`src/rtl/dp_pkg.sv`:
```
// Shared encodings for the sort datapath: handshake FSM states and counter sizing.
package dp_pkg;

  typedef enum logic [1:0] {
    st_idle = 2'd0,
    st_run  = 2'd1,
    st_done = 2'd2
  } dp_state_t;

  function automatic int cnt_width(input int width);
    return (width <= 2) ? 1 : $clog2(width);
  endfunction

endpackage

```
`src/rtl/dp_serial_add_if.sv`:
```
// Start/busy/done handshake and operand/result bus of the bit-serial adder.
interface dp_serial_add_if #(parameter int datawidth = 8);
  logic                 start;
  logic [datawidth-1:0] a;
  logic [datawidth-1:0] b;
  logic                 busy;
  logic                 done;
  logic [datawidth-1:0] c;
  logic                 cout;

  modport master (output start, a, b, input busy, done, c, cout);
  modport slave  (input start, a, b, output busy, done, c, cout);
endinterface

```
`src/rtl/dp_fa.sv`:
```
// One-bit combinational full adder, used as the serial bit slice.
module dp_fa (
  input  logic a,
  input  logic b,
  input  logic cin,
  output logic s,
  output logic cout
);
  assign s    = a ^ b ^ cin;
  assign cout = (a & b) | (a & cin) | (b & cin);
endmodule

```
`src/rtl/dp_serial_add.sv`:
```
// Bit-serial adder, LSB first with a registered carry; c/cout update only on completion.
// state | meaning
// idle  | waiting for start
// run   | one operand bit per clock, busy high
// done  | one-cycle result pulse, may accept the next start
module dp_serial_add
  import dp_pkg::*;
#(
  parameter int datawidth = 8
) (
  input logic            clk,
  input logic            rst,
  dp_serial_add_if.slave bus
);
  localparam int cw = cnt_width(datawidth);
  localparam logic [cw-1:0] last_cnt = cw'(datawidth - 1);

  dp_state_t            state;
  logic [datawidth-1:0] sa, sb, sum, c_r;
  logic [cw-1:0]        cnt;
  logic                 carry, cout_r, busy_r, done_r;
  logic                 s_bit, c_bit;
  logic [datawidth-1:0] sum_next;

  dp_fa u_fa (
    .a    (sa[0]),
    .b    (sb[0]),
    .cin  (carry),
    .s    (s_bit),
    .cout (c_bit)
  );

  assign sum_next = {s_bit, sum[datawidth-1:1]};

  always_ff @(posedge clk or posedge rst) begin
    if (rst) begin
      state  <= st_idle;
      sa     <= '0;
      sb     <= '0;
      sum    <= '0;
      carry  <= 1'b0;
      cnt    <= '0;
      c_r    <= '0;
      cout_r <= 1'b0;
      busy_r <= 1'b0;
      done_r <= 1'b0;
    end else begin
      case (state)
        st_idle, st_done: begin
          done_r <= 1'b0;
          if (bus.start) begin
            sa     <= bus.a;
            sb     <= bus.b;
            sum    <= '0;
            carry  <= 1'b0;
            cnt    <= '0;
            busy_r <= 1'b1;
            state  <= st_run;
          end else begin
            busy_r <= 1'b0;
            state  <= st_idle;
          end
        end
        st_run: begin
          carry <= c_bit;
          sum   <= sum_next;
          sa    <= sa >> 1;
          sb    <= sb >> 1;
          if (cnt == last_cnt) begin
            // the final bit is still in flight, so take it straight from the slice
            c_r    <= sum_next;
            cout_r <= c_bit;
            cnt    <= '0;
            busy_r <= 1'b0;
            done_r <= 1'b1;
            state  <= st_done;
          end else begin
            cnt <= cnt + cw'(1);
          end
        end
        default: begin
          busy_r <= 1'b0;
          done_r <= 1'b0;
          state  <= st_idle;
        end
      endcase
    end
  end

  assign bus.busy = busy_r;
  assign bus.done = done_r;
  assign bus.c    = c_r;
  assign bus.cout = cout_r;
endmodule

```
`src/flat_wrapper.sv`:
```
// flat-port wrapper written by rule: the top's interface ports become plain ports
module dp_serial_add_flat import dp_pkg::*;
#(
  parameter int datawidth = 8
)
  (clk, rst, bus_start, bus_a, bus_b, bus_busy, bus_done, bus_c, bus_cout);
  dp_serial_add_if #(.datawidth(datawidth)) bus_i ();
  input logic clk;
  input logic rst;
  input wire logic [$bits(bus_i.start)-1:0] bus_start;
  input wire logic [$bits(bus_i.a)-1:0] bus_a;
  input wire logic [$bits(bus_i.b)-1:0] bus_b;
  output wire logic [$bits(bus_i.busy)-1:0] bus_busy;
  output wire logic [$bits(bus_i.done)-1:0] bus_done;
  output wire logic [$bits(bus_i.c)-1:0] bus_c;
  output wire logic [$bits(bus_i.cout)-1:0] bus_cout;
  assign bus_i.start = bus_start;
  assign bus_i.a = bus_a;
  assign bus_i.b = bus_b;
  assign bus_busy = bus_i.busy;
  assign bus_done = bus_i.done;
  assign bus_c = bus_i.c;
  assign bus_cout = bus_i.cout;
  dp_serial_add #(.datawidth(datawidth)) u_core (.clk(clk), .rst(rst), .bus(bus_i));
endmodule
```
`config.mk`:
```
export PLATFORM = sky130hd
export DESIGN_NAME = dp_serial_add_flat
export DESIGN_NICKNAME = d
export VERILOG_FILES = /design/src/rtl/dp_pkg.sv /design/src/rtl/dp_serial_add_if.sv /design/src/rtl/dp_fa.sv /design/src/rtl/dp_serial_add.sv /design/src/flat_wrapper.sv
export SDC_FILE = /design/constraint.sdc
export NUM_CORES = 1
export LEC_CHECK = 0
export ABC_AREA = 1
export CORE_MARGIN = 1
export CORE_UTILIZATION = 53
export DETAILED_ROUTE_END_ITERATION = 8
export PLACE_DENSITY_LB_ADDON = 0.15
export REMOVE_ABC_BUFFERS = 1
export SKIP_CTS_REPAIR_TIMING = 1
export SLEW_MARGIN = 20
export SYNTH_ARGS = -nofsm -noshare
export SYNTH_HDL_FRONTEND = slang
export SYNTH_HIERARCHICAL = 1
export SYNTH_SLANG_ARGS = --single-unit
```
`constraint.sdc`:
```
create_clock -name clk -period 1.53 [get_ports clk]
set_input_delay 0.3825 -clock clk [delete_from_list [all_inputs] [get_ports clk]]
set_output_delay 0.3825 -clock clk [all_outputs]
set_load 0.01 [all_outputs]
```
* Yosys cells after proc, flatten, opt, wreduce, memory -nomap -nowiden
Index checks and enable logic that the tools add are counted.
** Cells by class
- Add/subtract/negate cells :: 1
- Equal/unequal tests :: 5
- Mux-type cells :: 19
- Bitwise logic cells :: 7
- Reductions and logical operators :: 5
** Operator list (count)
- $pmux W8 S2 :: 3
- $mux W8 :: 3
- $mux W1 :: 6
- $mux W3 :: 2
- $pmux W3 S2 :: 1
- $pmux W1 S2 :: 2
- $pmux W2 S2 :: 1
- $reduce_and A2 Y1 :: 2
- $add A3 B1 Y3 const B :: 1
- $and A1 B1 Y1 :: 3
- $eq A3 B3 Y1 const B :: 1
- $eq A2 B1 Y1 const B :: 1
- $eq A2 B2 Y1 const B :: 1
- $logic_not A2 Y1 :: 1
- $mux W2 :: 1
- $ne A2 B1 Y1 const B :: 1
- $ne A2 B2 Y1 const B :: 1
- $or A1 B1 Y1 :: 2
- $reduce_bool A2 Y1 :: 1
- $reduce_or A2 Y1 :: 1
- $xor A1 B1 Y1 :: 2
** Storage, ports and cells
- Register bits :: 41
- Bits of input ports :: 19
- Output and inout port bits :: 11

* Longest topological paths before layout
- Word-level depth :: 4
- Gate-level depth with buffers :: 8
- Depth with buffers taken out :: 6

* Cells and area by module
The synthesis kept the hierarchy.
** By module, submodules not included
- dp_serial_add :: times used 1, cells an instance 220, area each 1893.1 µm², sequential area each 975.9 µm²
- dp_fa :: times used 1, cells an instance 1, area each 20.0 µm², sequential area each 0.0 µm²

* Worst setup path after synthesis
OpenSTA, ideal clock, no wires.
- Kind :: register to register
- From :: reg u_core.cnt[0]
- To :: reg u_core.c_r[0], in the netlist u_core/bus.c[0]
- Library setup time :: 0.074 ns
- Arrival time :: 1.131 ns
- Required time :: 1.456 ns
- Setup slack :: 0.326 ns
- Stages on the path, launching flop included :: 7
- Path through :: dfrtp_1 ha_1 ha_1 nand2_4 buf_6 nand2_1 o21ai_2
** Between the ends
- Word-level cells in the longest chain between the ends :: 2
** Ends and longest elaborated chain
- from (decl) :: line dp_serial_add.sv:20 : logic [cw-1:0] cnt;
- from (signal assigned) :: line dp_serial_add.sv:78 : cnt <= cnt + cw'(1);
- $eq A3 B3 Y1 :: line dp_serial_add.sv:69 : if (cnt == last_cnt) begin
- $reduce_and A2 Y1 (no line)
- to (signal assigned) :: line dp_serial_add.sv:71 : c_r <= sum_next;
- to (decl) :: line dp_serial_add.sv:19 : logic [datawidth-1:0] sa, sb, sum, c_r;
No other way between the ends.
A chain may end at the register's enable or synchronous reset.

* Final worst setup path
- From :: reg u_core.cnt[0]
- To :: reg u_core.c_r[7], in the netlist u_core/bus.c[7]
Same word-level chain as after synthesis.

==> run_results.csv <==
group,metric,value,unit
global_routing,grt_remaining_overflow,0,
routing,wl_per_cell,10.6,µm
synthesis,synth_cells,221,
worst_setup_path,cp-start-kind,"flip-flop",
routing,wl,3220,µm
synthesis,yosysTopAreaCellShare,0.510,
timing,fin_skew,0.00893,ns
clocking,htree_levels,2,
global_routing,grt_use_met2,0.343,
place,place_ws,0.0769,ns
timing,max_slew.worst_pin.slew,0.301,ns
run,maxCapViolCount,0,
global_routing,grt_pass1_wl,5400,µm
finish,fin_nets,278,
worst_setup_path,r2r_slack,0.22,ns
timing,fmax,763,MHz
worst_setup_path,crit_start,"u_core/cnt[0]",
finish,n_fill_cell,268,
clocking,numCtsBuffers,5,
timing,fin_ws,0.219,ns
clocking,cts_tree,"done",
clocking,insertion_delay,0.34,ns
worst_setup_path,cp.arrival,1.56,ns
routing,drcViolationCount,0,
routing,dr.pass1.iters,4,
timing,finalCritPeriodShare,0.857,
global_routing,antenna_found_initial,0,
global_routing,top_usage_layer,"met2",
timing,final_hold_viol_count,0,
floorplanning,boundaryPins,30,
timing,slew_viol_final,0,
synthesis,synth.distinct_cells,19,
finish,syn2layout_area_growth,25.4,%
place,place.gp.congestion,0.742,
global_routing,grt_start_max_net_pins,40,
global_routing,grt_use_total,0.200,
worst_setup_path,critPathCaptureType,"flip-flop",
timing,setup_viol,0,
clocking,clkTransAtPathRegs,0.11,ns
floorplanning,die_x,62.1,µm
floorplanning,die_y,62.1,µm
floorplanning,core-area,3390,µm²
floorplanning,dieArea,3850,µm²
synthesis,synth-seq-cells,39,
pwr,power.leakage,1.41,nW
synthesis,synthTopCellsByArea,"dfrtp_1, nand2_1, inv_1, nand3_1, o21ai_2",
worst_hold_path,worstHoldPathType,"input port to asynchronous set/reset pin",
place,io_buffers,29,
synthesis,syn_area,1910,µm²
worst_setup_path,worstPathMaxFanout,10,
timing,relSlewSlack,0.799,
synthesis,synth_top_area_cell,"dfrtp_1",
global_routing,grt_pass1_vias,1280,
worst_setup_path,critical_path_required,1.78,ns
synthesis,avgSynthCellArea,8.66,µm²
worst_setup_path,reg2reg_to,"u_core/bus.c[7]",
timing,finalSetupTns,0,ns
global_routing,use_met3,0.0373,
routing,vias_per_cell,4.73,
synthesis,ys_seq_area_frac,0.510,
place,dp_hpwl,2200,µm
worst_setup_path,worstRegToRegCells,6,
worst_setup_path,worstSetupPathType,"flip-flop to flip-flop",
routing,drtIter0Drc,32,
run_status,status,"complete, no violations",
clocking,clock_sinks,39,
floorplanning,start_util,0.564,
timing,period_minus_slack,1.31,ns
clocking,clock_tree.root_cell,"clkbuf_4",
worst_setup_path,rr_startpoint,"u_core/cnt[0]",
routing,vias,1432,
routing,ant_nets,0,
finish,utilization,0.708,
synthesis,yosysWarningCount,6,
timing,grt_setup_unrepaired,"false",
finish,diodes,0,
global_routing,grtUsageMet1,0.235,
finish,drive_gt1_frac,0.144,
pwr,ir_drop,0.936,mV
pwr,powerDensity,2010,nW/µm²
floorplanning,num_rows,21,
clocking,clockBufferDepth,2,
## through the flow
| step | hold WS, ns | instances | power, W | cell area, µm² |
|---|---|---|---|---|
| 6_report | 0.394 | 303 | 0.00483 | 2400 |
| 5_1_grt | 0.441 | 303 | 0.00529 | 2400 |
| 4_1_cts | 0.399 | 303 | 0.00493 | 2370 |
| 3_5_place_dp | 0.465 | 295 | 0.00421 | 2290 |
| 3_3_place_gp | 0.461 | 295 | 0.00413 | 2290 |
| 2_1_floorplan | 0.446 | 212 | 0.00333 | 1830 |
## Yosys cell counts
cell     instances
buf_2            2
buf_4            2
buf_6            4
buf_8            1
dfrtp_1         39
fa_1             1
ha_1             2
inv_1           39
inv_2            1
inv_4            1
inv_6            1
nand2_1         76
nand2_4          2
nand2_8          2
nand3_1         28
nor2_1           1
nor2_4           1
o21ai_0          5
o21ai_2         13
## state kept, by name (all words and copies together) (netlist names)
signal           flops
u_core/bus.busy      1
u_core/bus.c         8
u_core/bus.cout      1
u_core/bus.done      1
u_core/carry         1
u_core/cnt           3
u_core/sa            8
u_core/sb            8
u_core/state         1
u_core/sum           7
## worst max-delay path by stage
| stage | to | slack [ns] | cells after the start |
|---|---|---|---|
| after floorplan | u_core/bus.c[0] | 0.14 | 5 |
| after CTS | bus_done | -0.14 | 1 |
| after detailed placement | u_core/sa[2] | 0.08 | 6 |
| after global placement | u_core/sb[5] | 0.1 | 6 |
| final | u_core/bus.c[7] | 0.22 | 6 |
| after global routing | u_core/bus.cout | 0.12 | 6 |
## cells in the final DEF, fill, tap and decap left out, types with 2 or more instances in the layout
cell type        count
buf_12               4
o21ai_0              5
o21ai_2             13
ha_1                 2
nand2_1             76
buf_4                4
inv_1               39
nand3_1             28
clkdlybuf4s50_1     18
nand2_8              2
clkbuf_4             5
dfrtp_1             39
dlymetal6s2s_1      11
nand2_4              2
## final cells by class
| type | count | area [µm²] | area share |
|---|---|---|---|
| Clock buffer | 6 | 51.3 | 0.0214 |
| Clock inverter | 2 | 35.0 | 0.0146 |
| Inverter | 42 | 165 | 0.0688 |
| Multi-Input combinational cell | 131 | 687 | 0.286 |
| Sequential cell | 39 | 976 | 0.407 |
| Tap cell | 46 | 57.6 | 0.0240 |
| Timing Repair Buffer | 37 | 428 | 0.178 |
## cells by family (layout without fill, tap and decap cells)
family,after synthesis,count (layout),synth area share
AOI/OAI and AO/OA,18,18,0.0726
adders and majority gates,3,3,0.0235
buffers and inverters,51,87,0.131
DFF,39,39,0.510
and+or+nand+nor,110,110,0.263
## power breakdown
group | internal (W) | switching, W
combinational | 0.00103 | 0.00129
clock | 0.000386 | 0.000329
sequential | 0.00152 | 0.000265
total | 0.00294 | 0.00189
## worst max-delay path, cell delays in order (launching register included)
cell	delay, ns
dfrtp_1	0.40
ha_1	0.20
ha_1	0.24
nand2_4	0.17
inv_1	0.09
nand2_1	0.07
nand2_1	0.05
## per-layer routing
layer	vias up	share of wire
met5	-	0
met4	0	0.022
met3	8	0.035
met2	30	0.49
met1	658	0.46
li1	736	-
No activity file was read; power rests on OpenSTA's default activity.
